==> src/rtl/bt_pkg.sv <==
// bt_pkg: shared receiver FSM encoding, default command bytes and baud-divider helpers.
package bt_pkg;

    typedef enum logic [2:0] {
        IDLE      = 3'd0,
        START     = 3'd1,
        DATA      = 3'd2,
        STOP      = 3'd3,
        WAIT_IDLE = 3'd4
    } rx_state_e;

    localparam logic [7:0] JUMP_CHAR_DEF     = 8'h4A;
    localparam logic [7:0] JUMP_CHAR_ALT_DEF = 8'h6A;

    function automatic int baud_div(input int clk_hz, input int baud);
        return clk_hz / baud;
    endfunction

    function automatic int baud_half(input int clk_hz, input int baud);
        return baud_div(clk_hz, baud) / 2;
    endfunction

endpackage

==> src/rtl/bt_uart_rx.sv <==
// bt_uart_rx: 8N1 UART receiver with 2-FF input synchroniser and framing check.
// byte_done/byte_val expose the stop-sample cycle so the top can register its decode alongside rx_valid.
module bt_uart_rx
    import bt_pkg::*;
#(
    parameter int CLK_HZ = 50_000_000,
    parameter int BAUD   = 9600
) (
    input  logic       clk,
    input  logic       reset_n,
    input  logic       rx,
    output logic [7:0] rx_data,
    output logic       rx_valid,
    output logic       frame_err,
    output logic       byte_done,
    output logic [7:0] byte_val
);
    localparam int DIV  = baud_div(CLK_HZ, BAUD);
    localparam int HALF = baud_half(CLK_HZ, BAUD);
    localparam int CW   = DIV > 1 ? $clog2(DIV) : 1;
    localparam logic [CW-1:0] DIV_M1  = CW'(DIV - 1);
    localparam logic [CW-1:0] HALF_M1 = CW'(HALF - 1);

    logic [1:0]    sync_q;
    rx_state_e     state_q, state_d;
    logic [CW-1:0] cnt_q, cnt_d;
    logic [2:0]    bit_idx_q, bit_idx_d;
    logic [7:0]    shreg_q, shreg_d;
    logic [7:0]    rx_data_q, rx_data_d;
    logic          rx_valid_q, rx_valid_d;
    logic          frame_err_q, frame_err_d;
    logic          rx_s;

    assign rx_s = sync_q[1];

    always_comb begin
        state_d     = state_q;
        cnt_d       = cnt_q;
        bit_idx_d   = bit_idx_q;
        shreg_d     = shreg_q;
        rx_data_d   = rx_data_q;
        rx_valid_d  = 1'b0;
        frame_err_d = 1'b0;
        case (state_q)
            IDLE: begin
                if (!rx_s) begin
                    state_d = START;
                    cnt_d   = '0;
                end
            end
            START: begin
                if (cnt_q == HALF_M1) begin
                    cnt_d     = '0;
                    bit_idx_d = 3'd0;
                    state_d   = rx_s ? IDLE : DATA;
                end else begin
                    cnt_d = cnt_q + 1'b1;
                end
            end
            DATA: begin
                if (cnt_q == DIV_M1) begin
                    cnt_d     = '0;
                    shreg_d   = {rx_s, shreg_q[7:1]};
                    bit_idx_d = bit_idx_q + 3'd1;
                    if (bit_idx_q == 3'd7) state_d = STOP;
                end else begin
                    cnt_d = cnt_q + 1'b1;
                end
            end
            STOP: begin
                if (cnt_q == DIV_M1) begin
                    cnt_d = '0;
                    if (rx_s) begin
                        rx_data_d  = shreg_q;
                        rx_valid_d = 1'b1;
                        state_d    = IDLE;
                    end else begin
                        frame_err_d = 1'b1;
                        state_d     = WAIT_IDLE;
                    end
                end else begin
                    cnt_d = cnt_q + 1'b1;
                end
            end
            WAIT_IDLE: begin
                if (rx_s) state_d = IDLE;
            end
            default: state_d = IDLE;
        endcase
    end

    always_ff @(posedge clk or negedge reset_n) begin
        if (!reset_n) begin
            sync_q      <= 2'b11;
            state_q     <= IDLE;
            cnt_q       <= '0;
            bit_idx_q   <= 3'd0;
            shreg_q     <= 8'h00;
            rx_data_q   <= 8'h00;
            rx_valid_q  <= 1'b0;
            frame_err_q <= 1'b0;
        end else begin
            sync_q      <= {sync_q[0], rx};
            state_q     <= state_d;
            cnt_q       <= cnt_d;
            bit_idx_q   <= bit_idx_d;
            shreg_q     <= shreg_d;
            rx_data_q   <= rx_data_d;
            rx_valid_q  <= rx_valid_d;
            frame_err_q <= frame_err_d;
        end
    end

    assign rx_data   = rx_data_q;
    assign rx_valid  = rx_valid_q;
    assign frame_err = frame_err_q;
    assign byte_done = rx_valid_d;
    assign byte_val  = shreg_q;

endmodule

==> src/rtl/bt_jump_rx.sv <==
// bt_jump_rx: Bluetooth UART command receiver producing a one-cycle jump_btn pulse for the game core.
// Define BT_JUMP_COOLDOWN_EN to suppress repeat jumps for COOLDOWN_CYC cycles after each pulse.
module bt_jump_rx
    import bt_pkg::*;
#(
    parameter int         CLK_HZ        = 50_000_000,
    parameter int         BAUD          = 9600,
    parameter logic [7:0] JUMP_CHAR     = JUMP_CHAR_DEF,
    parameter logic [7:0] JUMP_CHAR_ALT = JUMP_CHAR_ALT_DEF,
    parameter int         COOLDOWN_CYC  = 2_500_000
) (
    input  logic       clk,
    input  logic       reset_n,
    input  logic       rx,
    input  logic       game_alive,
    output logic       jump_btn,
    output logic [7:0] rx_data,
    output logic       rx_valid,
    output logic       frame_err,
    output logic [7:0] jump_cnt
);
    logic       byte_done;
    logic [7:0] byte_val;
    logic       cool_ok;
    logic       jump_btn_q, jump_btn_d;
    logic [7:0] jump_cnt_q, jump_cnt_d;

    bt_uart_rx #(.CLK_HZ(CLK_HZ), .BAUD(BAUD)) u_rx (
        .clk       (clk),
        .reset_n   (reset_n),
        .rx        (rx),
        .rx_data   (rx_data),
        .rx_valid  (rx_valid),
        .frame_err (frame_err),
        .byte_done (byte_done),
        .byte_val  (byte_val)
    );

    always_comb begin
        jump_btn_d = byte_done && game_alive && cool_ok &&
                     (byte_val == JUMP_CHAR || byte_val == JUMP_CHAR_ALT);
        jump_cnt_d = jump_cnt_q + {7'd0, jump_btn_d};
    end

`ifdef BT_JUMP_COOLDOWN_EN
    localparam int CCW = $clog2(COOLDOWN_CYC + 1);
    logic [CCW-1:0] cool_q, cool_d;

    assign cool_ok = cool_q == '0;

    always_comb cool_d = jump_btn_d ? CCW'(COOLDOWN_CYC - 1) : (cool_ok ? cool_q : cool_q - 1'b1);

    always_ff @(posedge clk or negedge reset_n) begin
        if (!reset_n) cool_q <= '0;
        else          cool_q <= cool_d;
    end
`else
    // No cooldown window: every qualifying byte may pulse.
    assign cool_ok = COOLDOWN_CYC >= 0;
`endif

    always_ff @(posedge clk or negedge reset_n) begin
        if (!reset_n) begin
            jump_btn_q <= 1'b0;
            jump_cnt_q <= 8'h00;
        end else begin
            jump_btn_q <= jump_btn_d;
            jump_cnt_q <= jump_cnt_d;
        end
    end

    assign jump_btn = jump_btn_q;
    assign jump_cnt = jump_cnt_q;

endmodule

==> config.mk <==
export PLATFORM = sky130hd
export DESIGN_NAME = bt_jump_rx
export DESIGN_NICKNAME = d
export VERILOG_FILES = /design/src/rtl/bt_pkg.sv /design/src/rtl/bt_uart_rx.sv /design/src/rtl/bt_jump_rx.sv
export SDC_FILE = /design/constraint.sdc
export NUM_CORES = 1
export LEC_CHECK = 0
export ABC_AREA = 1
export BUFFER_PORTS_ARGS = -buffer_cell sky130_fd_sc_hd__buf_4
export CAP_MARGIN = 15
export CORE_MARGIN = 2
export CORE_UTILIZATION = 50
export DETAILED_ROUTE_END_ITERATION = 8
export PLACE_DENSITY = 0.69
export SLEW_MARGIN = 20
export SYNTH_ARGS = -nofsm -noshare
export SYNTH_HDL_FRONTEND = slang
export SYNTH_SLANG_ARGS = --single-unit
==> constraint.sdc <==
create_clock -name clk -period 1.9 [get_ports clk]
set_input_delay 0.38 -clock clk [delete_from_list [all_inputs] [get_ports clk]]
set_output_delay 0.38 -clock clk [all_outputs]
set_load 0.1 [all_outputs]
==> metrics.cfg <==
[power_and_ir_drop]
power_frac_comb_pct = 1.7
maximum_vdd_ir_drop_mv = 0.383
leakagePower_nw = 1.61
power.share.sequential_pct = 56.2
power-per-cell-area_nw_per_um2 = 595
power.switching_fraction_pct = 20.0
power_frac_clock_pct = 42.1
p_sw_uw = 364
cellInternalPower_mw = 1.46

[critical_path]
reg2reg_slack_ns = -0.17
critical_path.startpoint_type = flip-flop
worst-r2r-cell-count = 12
data_required_time_at_the_worst_endpoint_ns = 2.09
r2r_start = u_rx.cnt_q[5]
worstSetupPathType = flip-flop to flip-flop
critPathMaxFanout = 2
critPathCaptureType = flip-flop
cp.arrival_ns = 2.25
critical_register_to_register_path_endpoint = jump_cnt[7]

[route]
ant_nets = 0
detailedRoute.firstPassIterationCount = 6
routed_wl_um = 4780
drt_first_iter_violations = 94
vias_after_detailed_routing = 1921
drcViolationCount = 0
post_drt_via_cell_ratio = 4.91
wl_per_cell_um = 12.2

[timing]
final-max-slew-violation-count = 0
hold_viol = 0
timing.setup.tns_ns = -0.512
worstMarginPinSlew_ns = 0.588
fin_worst_skew_ns = 0.0102
timing.final.crit_period_ns = 2.07
timing.final.ws_setup_ns = -0.168
final.period_utilization_pct = 109
setup-violations-final = 5
timing.slew.headroom_pct = 60.8
rsz0062_at_grt = yes
fmax_mhz = 484

[place]
globalplace.congestion = 0.899
count_of_input_and_output_buffers = 22
place_inst = 376
placement.cell_area_um2 = 2840
dp.final_hpwl_um = 3530
detailedPlace.worstSlack_ns = -0.197

[synthesis]
synth_seq_cells = 48
post_synth_main_area_contributors = sky130_fd_sc_hd__dfrtp_1 (49%), sky130_fd_sc_hd__nand2_1 (12%), sky130_fd_sc_hd__nor2_1 (5.3%)
dominantRegCellSynth = sky130_fd_sc_hd__dfrtp_1
synth_sequential_area_ratio_pct = 51.4
netlist_top_cells_count = sky130_fd_sc_hd__nand2_1 (72), sky130_fd_sc_hd__dfrtp_1 (46), sky130_fd_sc_hd__nor2_1 (33)
netlist_instances = 269
async_reset_ff_share_pct = 100
number_of_synthesized_flops_with_an_enable_pin = 0
most_frequent_cell_after_synthesis = sky130_fd_sc_hd__nand2_1
yosysWarningCount = 0
synth_top_cell_area_share_pct = 49.1
synth.largest_area_cell = sky130_fd_sc_hd__dfrtp_1
syn_area_um2 = 2340
synthDistinctLibCells = 28
synth_fp_nets = 278
post_synth.cell_area_avg_um2 = 8.71

[cells_and_area]
post-route-util_pct = 69.1
finalNetCount = 347
final_design_area_no_fill_um2 = 3070
multi_input_comb_area_um2 = 1070
synthToLayoutAreaGrowth_pct = 31.0
fin_cells = 391
register_area_um2 = 1200
layout-drive-gt1-share_pct = 32.7
insertedDiodeCount = 0
final_layout_fill_cell_count = 340

[clock_tree]
numCtsBuffers = 5
worst_setup_hold_path_clk_slew_ns = 0.09
h-tree-depth = 2
cts_hold_buf = 0
clkLatencyLatePin_ns = 0.30
clock_path_buffers = 2
cts_root_buf = sky130_fd_sc_hd__clkbuf_8
cts_tree = done
sink_count_of_the_clock_tree = 48

[floorplan]
die_area_um2 = 5250
placement_rows = 24
coreArea_um2 = 4440
floorplan.io_pins = 23
start_util_pct = 52.7
die_w_um = 72.5
die_y_um = 72.5

[grt]
vias_in_the_first_global_route = 1881
antenna_found_initial = 0
track_usage_pct = 20.5
grt_pass1_wl_um = 8250
overflow = 0
grt_start_max_net_pins = 49

[hold_path]
hold_path.class = input pin to asynchronous set/reset pin

[status]
failed_checks = negative setup slack
outcome = complete, but fails checks

[run]
maxCapViolCount = 0

cell usage in the layout, fill, tap and decap left out, drive strengths merged:
cell type / n
nand2: 74
buf: 64
dfrtp: 46
nor2: 37
inv: 34
nand3: 15
xor2: 14
o21ai: 12
a21oi: 9
nor3: 8
clkbuf: 6
ha: 5
nand4: 4
xnor2: 3
dfstp: 2
clkinv: 2
nor4: 1
nand3b: 1
a31oi: 1
bufinv: 1
sequential cells by signal (all words and copies together), names as in the netlist:
signal and flops:
u_rx.frame_err 1, u_rx.byte_val 8, jump_btn 1, u_rx.rx_data 8, u_rx.rx_valid 1, u_rx.sync_q 2
u_rx.state_q 3, u_rx.bit_idx_q 3, u_rx.cnt_q 13, jump_cnt 8
worst max-delay path, cell delays in order, from the launching register on:
cell and delay, ns:
sky130_fd_sc_hd__dfrtp_1 0.42, sky130_fd_sc_hd__nor2_4 0.13, sky130_fd_sc_hd__inv_2 0.06, sky130_fd_sc_hd__nor2_4 0.11, sky130_fd_sc_hd__nand3b_4 0.09, sky130_fd_sc_hd__nor3_4 0.16
sky130_fd_sc_hd__nand2_2 0.09, sky130_fd_sc_hd__nor2_2 0.11, sky130_fd_sc_hd__ha_2 0.20, sky130_fd_sc_hd__nand3_2 0.09, sky130_fd_sc_hd__nor3_2 0.19, sky130_fd_sc_hd__nand3_1 0.15
sky130_fd_sc_hd__xnor2_2 0.16
power groups by stage:
stage	registers, mW	logic, mW	clock network [mW]
finish	1.03	0.0311	0.770
global route	1.03	0.0371	0.817
CTS	1.03	0.0329	0.791
detailed placement	1.05	0.0328	0
global placement	1.05	0.0330	0
floorplan	1.05	0.00224	0
cells by family after synthesis:
| family | count (synthesis) | synth area share [%] |
|---|---|---|
| buffers and inverters | 37 | 6.62 |
| AND/OR/NAND/NOR | 140 | 27.1 |
| XOR/XNOR | 17 | 6.35 |
| adder cells (fa/ha/maj) | 5 | 2.67 |
| flip-flops | 48 | 51.4 |
| AO/OA/AOI/OAI | 22 | 5.87 |
how the worst max path moves through the flow:
stage,start,to,slack [ns],cells past startpoint
after floorplan,u_rx.cnt_q[1],jump_cnt[7],-0.22,12
after global placement,u_rx.cnt_q[0],jump_cnt[6],-0.08,13
after detailed placement,u_rx.cnt_q[0],jump_cnt[7],-0.20,12
after CTS,u_rx.cnt_q[0],jump_cnt[7],-0.19,12
after global routing,u_rx.cnt_q[0],jump_cnt[7],-0.33,12
final,u_rx.cnt_q[5],jump_cnt[7],-0.17,12
per-layer routing:
layer	GRT usage (%)	vias to the layer above	routed length (um)
met4	8.64	0	73
met1	28.5	903	2280
met3	4.03	6	160
met2	31.8	35	2260
met5	0	-	0
li1	-	977	-
repair_timing:
item,in CTS,in global routing
buffers inserted,4,3
pin swaps,4,3
setup endpoints to repair,5,10
resized for setup,3,8
stage by stage:
stage	hold slack, ns	total power, mW
floorplan	0.0844	1.05
global placement	0.345	1.08
detailed placement	0.349	1.08
CTS	0.0923	1.85
global route	0.138	1.88
finish	0.0699	1.83
layout make-up:
class / instances / area share (%)
sequential: 48 / 39.2
multi-input combinational: 184 / 34.8
timing repair buffer: 64 / 15.6
inverter: 35 / 4.32
clock buffer: 6 / 2.69
tap: 52 / 2.12
clock inverter: 2 / 1.26
(Power assumes the default switching activity.)
